`src/rtl/connect4_game_if.sv`:
```
// Move request / result bundle between the input front-end and the Connect-4 sequencer.
// The board array is carried here as well because the VGA board renderer reads it.
interface connect4_game_if #(
    parameter int ROWS = 6,
    parameter int COLS = 7
);
    logic                             move_valid;
    logic [2:0]                       move_col;
    logic                             ready;
    logic                             move_ack;
    logic                             move_err;
    logic                             cur_player;
    logic [ROWS-1:0][COLS-1:0][1:0]   board;
    logic                             player1_win;
    logic                             player2_win;
    logic                             draw;

    modport master (
        output move_valid, move_col,
        input  ready, move_ack, move_err, cur_player, board,
               player1_win, player2_win, draw
    );

    modport slave (
        input  move_valid, move_col,
        output ready, move_ack, move_err, cur_player, board,
               player1_win, player2_win, draw
    );
endinterface

```
`src/rtl/connect4_game_ctrl.sv`:
```
// Connect-4 sequencer: drops pieces with gravity, then walks out from the placed cell
// in four directions and both senses to detect a win. It also tracks turns and the draw.
module connect4_game_ctrl #(
    parameter int ROWS    = 6,
    parameter int COLS    = 7,
    parameter int WIN_LEN = 4
) (
    input  logic            clk,
    input  logic            rst,
    input  logic            new_game,
    connect4_game_if.slave  bus
);
    typedef enum logic [2:0] {IDLE, SCAN, PLACE, WALK, OVER} state_t;
    typedef logic [ROWS-1:0][COLS-1:0][1:0] board_t;

    localparam logic [2:0]        LAST_ROW = 3'(ROWS - 1);
    localparam logic [3:0]        COLS_W   = 4'(COLS);
    localparam logic [3:0]        WIN_W    = 4'(WIN_LEN);
    localparam logic [5:0]        CELLS    = 6'(ROWS * COLS);
    localparam logic signed [4:0] ROWS_S   = 5'(ROWS);
    localparam logic signed [4:0] COLS_S   = 5'(COLS);

    state_t     state_q, state_d;
    board_t     board_q, board_d;
    logic       cur_player_q, cur_player_d;
    logic       p1_win_q, p1_win_d;
    logic       p2_win_q, p2_win_d;
    logic       draw_q, draw_d;
    logic [5:0] move_cnt_q, move_cnt_d;
    logic [2:0] r_q, r_d;
    logic [2:0] c_q, c_d;
    logic [3:0] cnt_q, cnt_d;
    logic [3:0] k_q, k_d;
    logic [1:0] dir_q, dir_d;
    logic       sense_q, sense_d;
    logic       ack_q, ack_d;
    logic       err_q, err_d;

    logic [1:0]        code;
    logic signed [4:0] ks, dr, dc, pr, pc;
    logic [2:0]        pr_idx, pc_idx;
    logic              in_bounds, probe_hit;

    always_ff @(posedge clk or posedge rst) begin
        if (rst) begin
            state_q      <= IDLE;
            board_q      <= '0;
            cur_player_q <= 1'b0;
            p1_win_q     <= 1'b0;
            p2_win_q     <= 1'b0;
            draw_q       <= 1'b0;
            move_cnt_q   <= '0;
            r_q          <= '0;
            c_q          <= '0;
            cnt_q        <= '0;
            k_q          <= '0;
            dir_q        <= '0;
            sense_q      <= 1'b0;
            ack_q        <= 1'b0;
            err_q        <= 1'b0;
        end else begin
            state_q      <= state_d;
            board_q      <= board_d;
            cur_player_q <= cur_player_d;
            p1_win_q     <= p1_win_d;
            p2_win_q     <= p2_win_d;
            draw_q       <= draw_d;
            move_cnt_q   <= move_cnt_d;
            r_q          <= r_d;
            c_q          <= c_d;
            cnt_q        <= cnt_d;
            k_q          <= k_d;
            dir_q        <= dir_d;
            sense_q      <= sense_d;
            ack_q        <= ack_d;
            err_q        <= err_d;
        end
    end

    // Probe cell at distance k from the placed piece; sense '-' mirrors the direction.
    always_comb begin
        code = cur_player_q ? 2'b01 : 2'b10;
        ks   = $signed({1'b0, k_q});
        dr   = '0;
        dc   = '0;
        case (dir_q)
            2'd0: begin dr = '0;  dc = ks;  end
            2'd1: begin dr = ks;  dc = '0;  end
            2'd2: begin dr = ks;  dc = ks;  end
            default: begin dr = ks; dc = -ks; end
        endcase
        if (sense_q) begin
            dr = -dr;
            dc = -dc;
        end
        pr        = $signed({2'b00, r_q}) + dr;
        pc        = $signed({2'b00, c_q}) + dc;
        pr_idx    = pr[2:0];
        pc_idx    = pc[2:0];
        in_bounds = (pr >= 0) && (pr < ROWS_S) && (pc >= 0) && (pc < COLS_S);
        probe_hit = in_bounds && (board_q[pr_idx][pc_idx] == code);
    end

    always_comb begin
        state_d      = state_q;
        board_d      = board_q;
        cur_player_d = cur_player_q;
        p1_win_d     = p1_win_q;
        p2_win_d     = p2_win_q;
        draw_d       = draw_q;
        move_cnt_d   = move_cnt_q;
        r_d          = r_q;
        c_d          = c_q;
        cnt_d        = cnt_q;
        k_d          = k_q;
        dir_d        = dir_q;
        sense_d      = sense_q;
        ack_d        = 1'b0;
        err_d        = 1'b0;

        case (state_q)
            IDLE: begin
                if (bus.move_valid) begin
                    if ({1'b0, bus.move_col} >= COLS_W) begin
                        err_d = 1'b1;
                    end else begin
                        c_d     = bus.move_col;
                        r_d     = LAST_ROW;
                        state_d = SCAN;
                    end
                end
            end
            SCAN: begin
                if (board_q[r_q][c_q] == 2'b00) begin
                    state_d = PLACE;
                end else if (r_q == 3'd0) begin
                    err_d   = 1'b1;
                    state_d = IDLE;
                end else begin
                    r_d = r_q - 3'd1;
                end
            end
            PLACE: begin
                board_d[r_q][c_q] = code;
                cnt_d   = 4'd1;
                dir_d   = 2'd0;
                sense_d = 1'b0;
                k_d     = 4'd1;
                state_d = WALK;
            end
            WALK: begin
                if (probe_hit) begin
                    cnt_d = cnt_q + 4'd1;
                    k_d   = k_q + 4'd1;
                    if (cnt_q + 4'd1 >= WIN_W) begin
                        ack_d   = 1'b1;
                        state_d = OVER;
                        if (cur_player_q) p2_win_d = 1'b1;
                        else              p1_win_d = 1'b1;
                    end
                end else if (!sense_q) begin
                    sense_d = 1'b1;
                    k_d     = 4'd1;
                end else if (dir_q != 2'd3) begin
                    dir_d   = dir_q + 2'd1;
                    cnt_d   = 4'd1;
                    sense_d = 1'b0;
                    k_d     = 4'd1;
                end else begin
                    ack_d      = 1'b1;
                    move_cnt_d = move_cnt_q + 6'd1;
                    if (move_cnt_q + 6'd1 == CELLS) begin
                        draw_d  = 1'b1;
                        state_d = OVER;
                    end else begin
                        cur_player_d = ~cur_player_q;
                        state_d      = IDLE;
                    end
                end
            end
            OVER:    state_d = OVER;
            default: state_d = IDLE;
        endcase

        // Synchronous clear overrides any move in flight, including one sampled this cycle.
        if (new_game) begin
            state_d      = IDLE;
            board_d      = '0;
            cur_player_d = 1'b0;
            p1_win_d     = 1'b0;
            p2_win_d     = 1'b0;
            draw_d       = 1'b0;
            move_cnt_d   = '0;
            r_d          = '0;
            c_d          = '0;
            cnt_d        = '0;
            k_d          = '0;
            dir_d        = '0;
            sense_d      = 1'b0;
            ack_d        = 1'b0;
            err_d        = 1'b0;
        end
    end

    always_comb begin
        bus.ready       = (state_q == IDLE);
        bus.move_ack    = ack_q;
        bus.move_err    = err_q;
        bus.cur_player  = cur_player_q;
        bus.board       = board_q;
        bus.player1_win = p1_win_q;
        bus.player2_win = p2_win_q;
        bus.draw        = draw_q;
    end
endmodule

```
`src/flat_wrapper.sv`:
```
// flat-port wrapper written by rule: the top's interface ports become plain ports
module connect4_game_ctrl_flat 
#(
    parameter int ROWS    = 6,
    parameter int COLS    = 7,
    parameter int WIN_LEN = 4
)
  (clk, rst, new_game, bus_move_valid, bus_move_col, bus_ready, bus_move_ack, bus_move_err, bus_cur_player, bus_board, bus_player1_win, bus_player2_win, bus_draw);
  connect4_game_if #(.ROWS(ROWS), .COLS(COLS)) bus_i ();
  input  logic clk;
  input  logic rst;
  input  logic new_game;
  input wire logic [$bits(bus_i.move_valid)-1:0] bus_move_valid;
  input wire logic [$bits(bus_i.move_col)-1:0] bus_move_col;
  output wire logic [$bits(bus_i.ready)-1:0] bus_ready;
  output wire logic [$bits(bus_i.move_ack)-1:0] bus_move_ack;
  output wire logic [$bits(bus_i.move_err)-1:0] bus_move_err;
  output wire logic [$bits(bus_i.cur_player)-1:0] bus_cur_player;
  output wire logic [$bits(bus_i.board)-1:0] bus_board;
  output wire logic [$bits(bus_i.player1_win)-1:0] bus_player1_win;
  output wire logic [$bits(bus_i.player2_win)-1:0] bus_player2_win;
  output wire logic [$bits(bus_i.draw)-1:0] bus_draw;
  assign bus_i.move_valid = bus_move_valid;
  assign bus_i.move_col = bus_move_col;
  assign bus_ready = bus_i.ready;
  assign bus_move_ack = bus_i.move_ack;
  assign bus_move_err = bus_i.move_err;
  assign bus_cur_player = bus_i.cur_player;
  assign bus_board = bus_i.board;
  assign bus_player1_win = bus_i.player1_win;
  assign bus_player2_win = bus_i.player2_win;
  assign bus_draw = bus_i.draw;
  connect4_game_ctrl #(.ROWS(ROWS), .COLS(COLS), .WIN_LEN(WIN_LEN)) u_core (.clk(clk), .rst(rst), .new_game(new_game), .bus(bus_i));
endmodule
```
`config.mk`:
```
export PLATFORM = sky130hd
export DESIGN_NAME = connect4_game_ctrl_flat
export DESIGN_NICKNAME = d
export VERILOG_FILES = /design/src/rtl/connect4_game_if.sv /design/src/rtl/connect4_game_ctrl.sv /design/src/flat_wrapper.sv
export SDC_FILE = /design/constraint.sdc
export NUM_CORES = 1
export LEC_CHECK = 0
export ABC_CLOCK_PERIOD_IN_PS = 9430
export CORE_AREA = 4 4 140 195
export CTS_CLUSTER_DIAMETER = 30
export DETAILED_ROUTE_END_ITERATION = 8
export DIE_AREA = 0 0 144 199
export DONT_BUFFER_PORTS = 1
export PLACE_DENSITY = 0.48
export SYNTH_ARGS = -nofsm -noshare
export SYNTH_HDL_FRONTEND = slang
export SYNTH_SLANG_ARGS = --single-unit
```
`constraint.sdc`:
```
create_clock -name clk -period 9.43 [get_ports clk]
set_input_delay 0 -clock clk [delete_from_list [all_inputs] [get_ports clk]]
set_output_delay 0 -clock clk [all_outputs]
set_load 0.01 [all_outputs]
```
==> results.txt, run 1 <==
Outcome: finished with violations
Failing checks: hold timing
Met3 WL post-DR: 1.398 mm
Final ANT Viol Nets: 0
Combined area of the multi-input logic cells: 4222 um^2
Worst path cell trace: inv_1, ha_1, nand2b_1, ha_1, nand2_1, o21ai_0, fa_1, mux4_2, and2_0, o21ai_0, o31ai_1, a21oi_1, nor3_1, o21a_4, nor4_1, mux2_2
Total gr overflow: 0
Crit path capture type: flop
Diodes inserted: 0
Synthesized cell area: 7548 um^2
M1 WL: 10.25 mm
Dpl ws: 4.302 ns
H-tree depth: 4
Dpl hpwl: 18.09 mm
Final setup fails: 0
Routed met2 length: 12.89 mm
Synth Instances: 895
Die height: 199 um
Synth cell types: 79
Clock-pin slew on the worst setup and hold paths: 0.06 ns
Number of global-route vias before repair: 6,408
Total of max-cap violations: 0
Area of the die: 28,660 um^2
Top area cells in the synthesized netlist: dfrtp_1 (38%), a21oi_1 (7.0%), nand2_1 (5.7%), nor2_1 (4.8%), o21ai_0 (3.9%)
First-pass GRT wire length: 39.05 mm
Async SR Flop Fraction: 100.0%
Area of the core: 25,470 um^2
Nets: 896
Yosys reg bits: 116
Layout area overhead: 10.56%
RD Place Congestion: 0.8987
Initial Util: 29.64%
Power density over the cells: 208.8 nW/um^2
Post-CTS setup buffers: 0
Overall Power: 0.001743 W
Primary FF master, synth: dfrtp_1
Hold Crit Class: in2reg
Fin crit share: 54.57%
Slew at the pin closest to its max-slew limit: 1.130 ns
Setup tns final: 0 ns
Register area share after synthesis: 38.46%
Average wire per standard cell: 21.10 um
Post-synth EDFFs: 0
Rows: 69
CP peak stage delay: 1.08 ns
Clock Root Buffer: clkbuf_16
Startpoint types: flop
Starting DRC count in detailed routing: 488
Final hold slack: -0.02580 ns
All-Layer GR Usage: 17.75%
Syn nets: 924
Slew Limit Fails: 0
Max Clock Skew: 0.009845 ns
WP buf/inv: 1
Worst VDD drop: 123.5 uV
Crit Path Class: reg2reg
CTS tree: yes
Drt total wl: 25.30 mm
Top cell type's share of synthesized area: 38.46%
Yosys synthesis warning count: 0
Final hold vios: 4
Area leader, netlist: dfrtp_1
Final Critical Period: 5.146 ns
Remaining DRCs: 0
Vias post-DR: 6,664
Leading cell type in the layout, fill and taps excluded: dfrtp_1
Die span in x: 144 um
CP max FO: 32
Most frequent cells in the layout: dfrtp_1 (115), nand2_1 (114), a21oi_1 (106)
Clk sinks: 116
FILL cells: 2,604
Crit path setup slack, layout: 4.284 ns
Port Buf Inserts: 0
Slowest CP cell: fa_1
I/O pin cnt: 98
1st-pass router iterations: 5
Max Fclk: 0.1943 GHz
CTS max path bufs: 2
Normalized max-slew margin: 24.39%
Synthesized area per cell: 8.434 um^2
Share of layout cells above drive strength 1: 8.750%
Number of CTS-inserted buffers: 17
Largest net degree at the start of global routing: 112
Seq. cell area: 2904 um^2
CP Data Required Time: 9.74 ns
Top sig layer: met5
LEAKAGE: 3.450 nW
Initial antenna violation count: 1
CP delay by family, top: adder cells
CP arrival: 5.46 ns
Clock latency on the worst-skew pair: 0.43 ns
Vias per cell: 5.558
RSZ-0062 raised after global routing: false
what timing repair did:
action,in CTS,in global routing
hold buffers,7,0
gates resized for setup,0,0
endpoints found under the hold margin,178,0
sequential cells by signal, summed over array words and instances, names as in the netlist, 2 cells and up:
signal	flops
u_core.c_q	3
u_core.r_q	3
u_core.k_q	4
u_core.move_cnt_q	6
u_core.state_q	3
u_core.cnt_q	4
u_core.dir_q	2
u_core.bus.board	84
synthesized netlist by cell type, types with 6 or more instances:
master / n
a21oi_1: 106
nand3_1: 58
nand2b_1: 10
dfrtp_1: 116
mux4_2: 9
buf_6: 6
nor2_1: 96
mux2i_1: 27
clkbuf_1: 39
buf_2: 11
nand2_1: 114
nor3_1: 22
nor3b_1: 12
ha_1: 20
nor2b_1: 10
o21ai_0: 59
mux2_2: 9
xor2_1: 7
or3_1: 7
o41ai_1: 6
inv_1: 26
nand4_1: 6
o31ai_1: 7
buf_1: 7
power breakdown:
group          internal (W)  switching [W]
Combinational      0.000183       0.000373
Clock              0.000372       0.000238
Sequential         0.000517      0.0000581
area by class of cell:
| cell class | instances | share of cell area [%] |
|---|---|---|
| Timing Repair Buffer | 18 | 2.039 |
| Sequential cell | 116 | 34.80 |
| Clock buffer | 22 | 5.562 |
| Tap cell | 319 | 4.783 |
| Multi-Input combinational cell | 687 | 50.58 |
| Clock inverter | 10 | 0.9895 |
| Inverter | 27 | 1.244 |
worst reg2reg max path: cells and delay by family (launching register included):
family,cells,cell delay [ns]
adders and majority gates,3,1.62
AOI/OAI and AO/OA,5,1.01
muxes,2,0.96
and+or+nand+nor,5,0.89
DFF,1,0.40
buffers and inverters,1,0.14
layer usage:
layer / GRT usage (%) / vias up
met5: 0 / -
met3: 4.642 / 49
met4: 6.629 / 2
met1: 21.36 / 3251
li1: - / 3155
met2: 30.26 / 207
through the flow:
stage | hold slack, ns | utilization (%) | instance area [um^2] | cells
2_1_floorplan | 0.1530 | - | 7548 | 895
3_3_place_gp | 0.08478 | 30.28 | 7711 | 1160
3_5_place_dp | 0.08531 | 30.28 | 7711 | 1160
4_1_cts | 0.005618 | 32.77 | 8346 | 1199
5_1_grt | 0.02515 | 32.77 | 8346 | 1199
6_report | -0.02580 | 32.77 | 8346 | 1199
cells by family after synthesis:
group	synth area share (%)
adder cells (fa/ha/maj)	3.846
flip-flops	38.46
buffers and inverters	5.652
AO/OA/AOI/OAI	19.44
AND/OR/NAND/NOR	23.04
multiplexers	7.956
XOR/XNOR	1.608
worst paths after layout:
path,from,to,slack (ns),cells past startpoint
setup / recovery,u_core.dir_q[0],u_core.move_cnt_q[5],4.28,16
hold / removal,new_game,u_core.c_q[0],-0.03,2
setup reg to reg,u_core.dir_q[0],u_core.move_cnt_q[5],4.28,16
hold reg to reg,u_core.bus.player1_win,u_core.bus.player1_win,0.57,2
max in group asynchronous,rst,u_core.bus.board[36],8.02,3
min in group asynchronous,rst,u_core.bus.player2_win,0.23,2
Power figures use the tool's default switching activity.
==> run 2, diff against run 1 <==
--- a/config.mk
+++ b/config.mk
@@ -5,7 +5,7 @@
 export SDC_FILE = /design/constraint.sdc
 export NUM_CORES = 1
 export LEC_CHECK = 0
-export ABC_CLOCK_PERIOD_IN_PS = 9430
+export ABC_CLOCK_PERIOD_IN_PS = 4800
 export CORE_AREA = 4 4 140 195
 export CTS_CLUSTER_DIAMETER = 30
 export DETAILED_ROUTE_END_ITERATION = 8
==> constraint.sdc (replaced) <==
create_clock -name clk -period 4.8 [get_ports clk]
set_input_delay 0 -clock clk [delete_from_list [all_inputs] [get_ports clk]]
set_output_delay 0 -clock clk [all_outputs]
set_load 0.01 [all_outputs]
==> run 2 against run 1 <==
Effect of this change:
- routed wire length is 1.4% higher
- the run now ends clean
- final area is 3.6% higher
- largest power group unchanged
- fmax is 12% higher
- highest routed layer is now met4
- worst hold slack better by 0.070 ns
- first-iteration DRC count is 2.5% higher
- critical path depth is 2 higher
==> results.txt, run 2 (synthesis gave the netlist of run 1 again) <==
Reg2Reg Setup Slack: 0.21 ns
Port Buf Inserts: 0
Final setup fails: 0
Nets: 917
Final Critical Period: 4.586 ns
Drt total wl: 25.65 mm
Combined area of the multi-input logic cells: 4258 um^2
H-tree depth: 4
Clock-pin slew on the worst setup and hold paths: 0.06 ns
Area of the core: 25,470 um^2
First-pass GRT wire length: 39.23 mm
Rows: 69
CP most frequent cell: inv_1
Setup tns final: 0 ns
Vias per cell: 5.454
CTS tree: yes
DP Area: 7836 um^2
Slew Limit Fails: 0
RD Place Congestion: 0.8706
Worst VDD drop: 288.5 uV
Crit Path Class: reg2reg
Crit path capture type: flop
Slowest CP cell: fa_1
Starting DRC count in detailed routing: 500
Share of layout cells above drive strength 1: 11.21%
Outcome: completed
LEAKAGE: 3.600 nW
CP arrival: 4.90 ns
1st-pass router iterations: 5
Area of the die: 28,660 um^2
Total of max-cap violations: 0
CP Data Required Time: 5.12 ns
Worst path cell trace: buf_4, ha_1, or3_1, and2_1, inv_1, ha_1, mux2_2, inv_1, fa_1, inv_1, nand2_1, a311oi_1, o21ai_0, a41o_1, and3_4, o21a_4, nor4_2, mux2_2
RSZ-0062 raised after global routing: false
Final hold vios: 0
Most frequent cells in the layout: dfrtp_1 (115), nand2_1 (114), a21oi_1 (105)
Remaining DRCs: 0
Fin area: 8650 um^2
Fin crit share: 95.55%
Max Clock Skew: 0.01289 ns
Average wire per standard cell: 21.03 um
Vias post-DR: 6,654
Diodes inserted: 0
Post-layout util: 33.96%
Leading cell type in the layout, fill and taps excluded: dfrtp_1
Normalized max-slew margin: 24.46%
Largest net degree at the start of global routing: 111
Die span in x: 144 um
Layout area overhead: 14.59%
CP max FO: 14
Power density over the cells: 434.8 nW/um^2
Hold Crit Class: in2reg
Total gr overflow: 0
Initial antenna violation count: 0
Startpoint types: flop
All-Layer GR Usage: 17.87%
Initial Util: 29.64%
CP peak stage delay: 0.43 ns
Slew at the pin closest to its max-slew limit: 1.129 ns
CTS max path bufs: 2
Clock Root Buffer: clkbuf_16
Seq. cell area: 2904 um^2
Dpl hpwl: 18.62 mm
Final ANT Viol Nets: 0
Clk sinks: 116
Max FFs per register: 84
Clock latency on the worst-skew pair: 0.43 ns
WP buf/inv: 4
Number of global-route vias before repair: 6,598
Die height: 199 um
Number of CTS-inserted buffers: 17
FILL cells: 2,598
Max Fclk: 0.2180 GHz
I/O pin cnt: 98
CP delay by family, top: simple AND/OR/NAND/NOR gates
-- run 2: cell types whose count changed in the layout (fill, tap and decap cells not counted), moves of 2 or more --
| cell | before | now |
|---|---|---|
| buf_4 | 11 | 27 |
| clkinv_2 | 6 | 2 |
| bufinv_16 | 1 | 4 |
| clkbuf_1 | 3 | 0 |
| dlygate4sd3_1 | 6 | 9 |
| clkinv_4 | 0 | 2 |
-- run 2: what timing repair did --
item | CTS | global route
gates resized for setup | 0 | 5
buffers inserted | 0 | 2
endpoints found under the hold margin | 176 | 0
hold buffers | 10 | 0
endpoints found under the setup margin | 0 | 9
-- run 2: tightest hold or removal path: cells and delay by family --
| kind | cells | cell delay, ns |
|---|---|---|
| AOI/OAI and AO/OA | 2 | 0.28 |
| and+or+nand+nor | 2 | 0.15 |
-- run 2: final timing paths --
path / from / to / depth (start not counted)
max: u_core.dir_q[0] / u_core.move_cnt_q[5] / 18
min: bus_move_col[1] / u_core.state_q[0] / 4
max reg2reg: u_core.dir_q[0] / u_core.move_cnt_q[5] / 18
min reg2reg: u_core.cnt_q[1] / u_core.cnt_q[1] / 2
max in group asynchronous: rst / u_core.bus.board[50] / 3
min in group asynchronous: rst / u_core.move_cnt_q[5] / 2
-- run 2: report_power, final --
group,total (W),internal (W),switching [W]
clock,0.00138,0.000908,0.000473
sequential,0.00111,0.00102,0.0000951
combinational,0.00127,0.000447,0.000821
-- run 2: cell type report --
cell class	count	share of cell area, %
clock buffers	20	5.396
repair buffers	38	3.935
flip-flops and latches	116	33.57
inverters	27	1.201
well taps	319	4.614
clock inverters	12	2.054
multi-input cells	688	49.23
-- run 2: stage by stage --
| stage | std cells | setup slack, ns | hold WS, ns | power (W) |
|---|---|---|---|---|
| 6_report | 1220 | 0.2137 | 0.04405 | 0.003760 |
| 5_1_grt | 1220 | 0.01832 | 0.05955 | 0.003953 |
| 4_1_cts | 1217 | 0.1834 | 0.02691 | 0.003731 |
| 3_5_place_dp | 1175 | 0.1794 | 0.08529 | 0.002304 |
| 3_3_place_gp | 1175 | 0.2636 | 0.08299 | 0.002298 |
| 2_1_floorplan | 895 | 0.4217 | 0.1530 | 0.002006 |
-- run 2: layer usage --
layer  GRT usage (%)  wire (um)
met1           20.61      10300
met2           31.60      13350
met3           4.305       1258
met4           6.943        743
met5               0          0
==> run 3, diff against run 2 <==
==> constraint.sdc (replaced) <==
create_clock -name clk -period 4.8 [get_ports clk]
set_input_delay 0.96 -clock clk [delete_from_list [all_inputs] [get_ports clk]]
set_output_delay 0.96 -clock clk [all_outputs]
set_load 0.01 [all_outputs]
==> run 3 against run 2 <==
Effect of this change:
- clock-buffer cell count rose by 3
- worst hold slack better by 0.47 ns
- sequential power is essentially flat
- critical endpoint unchanged
- highest routed layer unchanged
- largest power group is now combinational logic
- register-to-register slack gained 0.02 ns
- final area shrank 1.9%
- critical path depth down 2
- cell count down 0.98%
- fmax grew 0.51%
- non-clock buffer count fell by 9
- critical path type unchanged
- routed wire length is 1.7% higher
- core utilization down 0.66 points
==> results.txt, run 3 (synthesis gave the netlist of run 1 again) <==
CP peak stage delay: 0.62 ns
Final hold vios: 0
FILL cells: 2,626
Slowest CP cell: fa_2
Number of CTS-inserted buffers: 17
Hold_buf cts: 0
Layout area overhead: 12.37%
Max Clock Skew: 0.01731 ns
Most frequent cells in the layout: dfrtp_1 (115), nand2_1 (114), a21oi_1 (105)
Reg2Reg Setup Slack: 0.24 ns
CP Launch Point: u_core.dir_q[0]
Slew at the pin closest to its max-slew limit: 1.137 ns
Post-layout util: 33.30%
Max FFs per register: 84
Clock-pin slew on the worst setup and hold paths: 0.06 ns
Remaining DRCs: 0
1st-pass router iterations: 5
Outcome: completed
Worst VDD drop: 292.0 uV
M1 GR Usage: 21.38%
Overall Power: 0.003603 W
Final setup fails: 0
Share of layout cells above drive strength 1: 11.25%
Diodes inserted: 0
All-Layer GR Usage: 18.38%
Met2 Track Usage GR: 32.14%
Initial antenna violation count: 0
LEAKAGE: 3.535 nW
I/O pin cnt: 98
Combined area of the multi-input logic cells: 4289 um^2
Crit path setup slack, layout: 0.2369 ns
CP arrival: 4.89 ns
Clk sinks: 116
CTS max path bufs: 2
Normalized max-slew margin: 23.93%
Nets: 908
GR Layer Usage met3: 4.209%
Initial Util: 29.64%
Largest net degree at the start of global routing: 114
Rows: 69
Port Buf Inserts: 0
CTS tree: yes
RD Place Congestion: 0.9218
CP Data Required Time: 5.13 ns
Crit Path Class: reg2reg
Starting DRC count in detailed routing: 437
Final ANT Viol Nets: 0
Final Critical Period: 4.563 ns
Clock Root Buffer: clkbuf_16
Startpoint types: flop
Worst path cell trace: inv_1, ha_1, nand2b_1, ha_1, nand2_1, o21ai_0, fa_2, mux4_2, and2_0, o21ai_0, o31ai_1, a21oi_2, nor3_4, o21a_4, nor4_2, mux2_2
GRT Max-Usage Layer: met2
Power density over the cells: 424.8 nW/um^2
Hold Crit Class: in2async
CP max FO: 13
Dpl ws: 0.1409 ns
Worst R2R Path Depth: 16
Average wire per standard cell: 21.60 um
Critical Path End: u_core.move_cnt_q[5]
Slew Limit Fails: 0
First-pass GRT wire length: 40.26 mm
Reg-to-reg startpoint: u_core.dir_q[0]
Non-Filler Instances: 1,208
Area of the core: 25,470 um^2
Reg-to-Reg End: u_core.move_cnt_q[5]
Number of global-route vias before repair: 6,647
Leading cell type in the layout, fill and taps excluded: dfrtp_1
Vias per cell: 5.568
Total gr overflow: 0
Crit path capture type: flop
Total of max-cap violations: 0
H-tree depth: 4
Seq. cell area: 2904 um^2
Area of the die: 28,660 um^2
Drt total wl: 26.09 mm
Clock latency on the worst-skew pair: 0.44 ns
Vias post-DR: 6,726
Die height: 199 um
Inst Count DP: 1,175
Die span in x: 144 um
Final hold slack: 0.5120 ns
Max Fclk: 0.2191 GHz
Dpl hpwl: 18.93 mm
Fin crit share: 95.07%
[run 3: critical path, delay by kind of cell, from the launching register on]
family | cells | cell delay (ns)
buf+inv | 1 | 0.14
fa+ha+maj | 3 | 1.16
flops | 1 | 0.40
compound gates | 5 | 1.03
mux | 2 | 0.89
simple gates | 5 | 0.84
[run 3: layout make-up]
cell class / count / area share [%]
clock buffer: 23 / 5.753
clock inverter: 6 / 0.6491
sequential: 116 / 34.24
tap: 319 / 4.706
inverter: 27 / 1.224
multi-input combinational: 688 / 50.57
timing repair buffer: 29 / 2.862
[run 3: stage by stage]
stage / cell area, um^2 / setup TNS (ns)
4_1_cts: 8392 / 0
5_1_grt: 8482 / -0.02895
3_5_place_dp: 7849 / 0
3_3_place_gp: 7849 / 0
6_report: 8482 / 0
2_1_floorplan: 7548 / 0
[run 3: worst min-delay path by stage]
| stage | to | slack (ns) | cells past startpoint |
|---|---|---|---|
| finish | u_core.bus.player1_win | 0.51 | 1 |
| global route | u_core.cnt_q[0] | 0.58 | 1 |
| CTS | u_core.move_cnt_q[5] | 0.54 | 1 |
| detailed placement | u_core.bus.player1_win | 0.58 | 2 |
| global placement | u_core.k_q[0] | 0.57 | 2 |
| floorplan | u_core.cnt_q[1] | 0.52 | 2 |
[run 3: repair_timing]
item                                    in CTS  in global routing
gates resized for setup                      0                 10
setup buffers                                0                  3
endpoints found under the setup margin       0                 16
[run 3: power by group]
| part | switching [W] | internal [W] | total [W] |
|---|---|---|---|
| clock | 0.000454 | 0.000751 | 0.00121 |
| sequential | 0.000101 | 0.00102 | 0.00112 |
| combinational | 0.000807 | 0.000473 | 0.00128 |
[run 3: metal layers]
layer,vias to the layer above,share of wire (%)
met1,3332,39
met4,0,3.2
met5,-,0
li1,3169,-
met2,180,52
met3,45,5.0
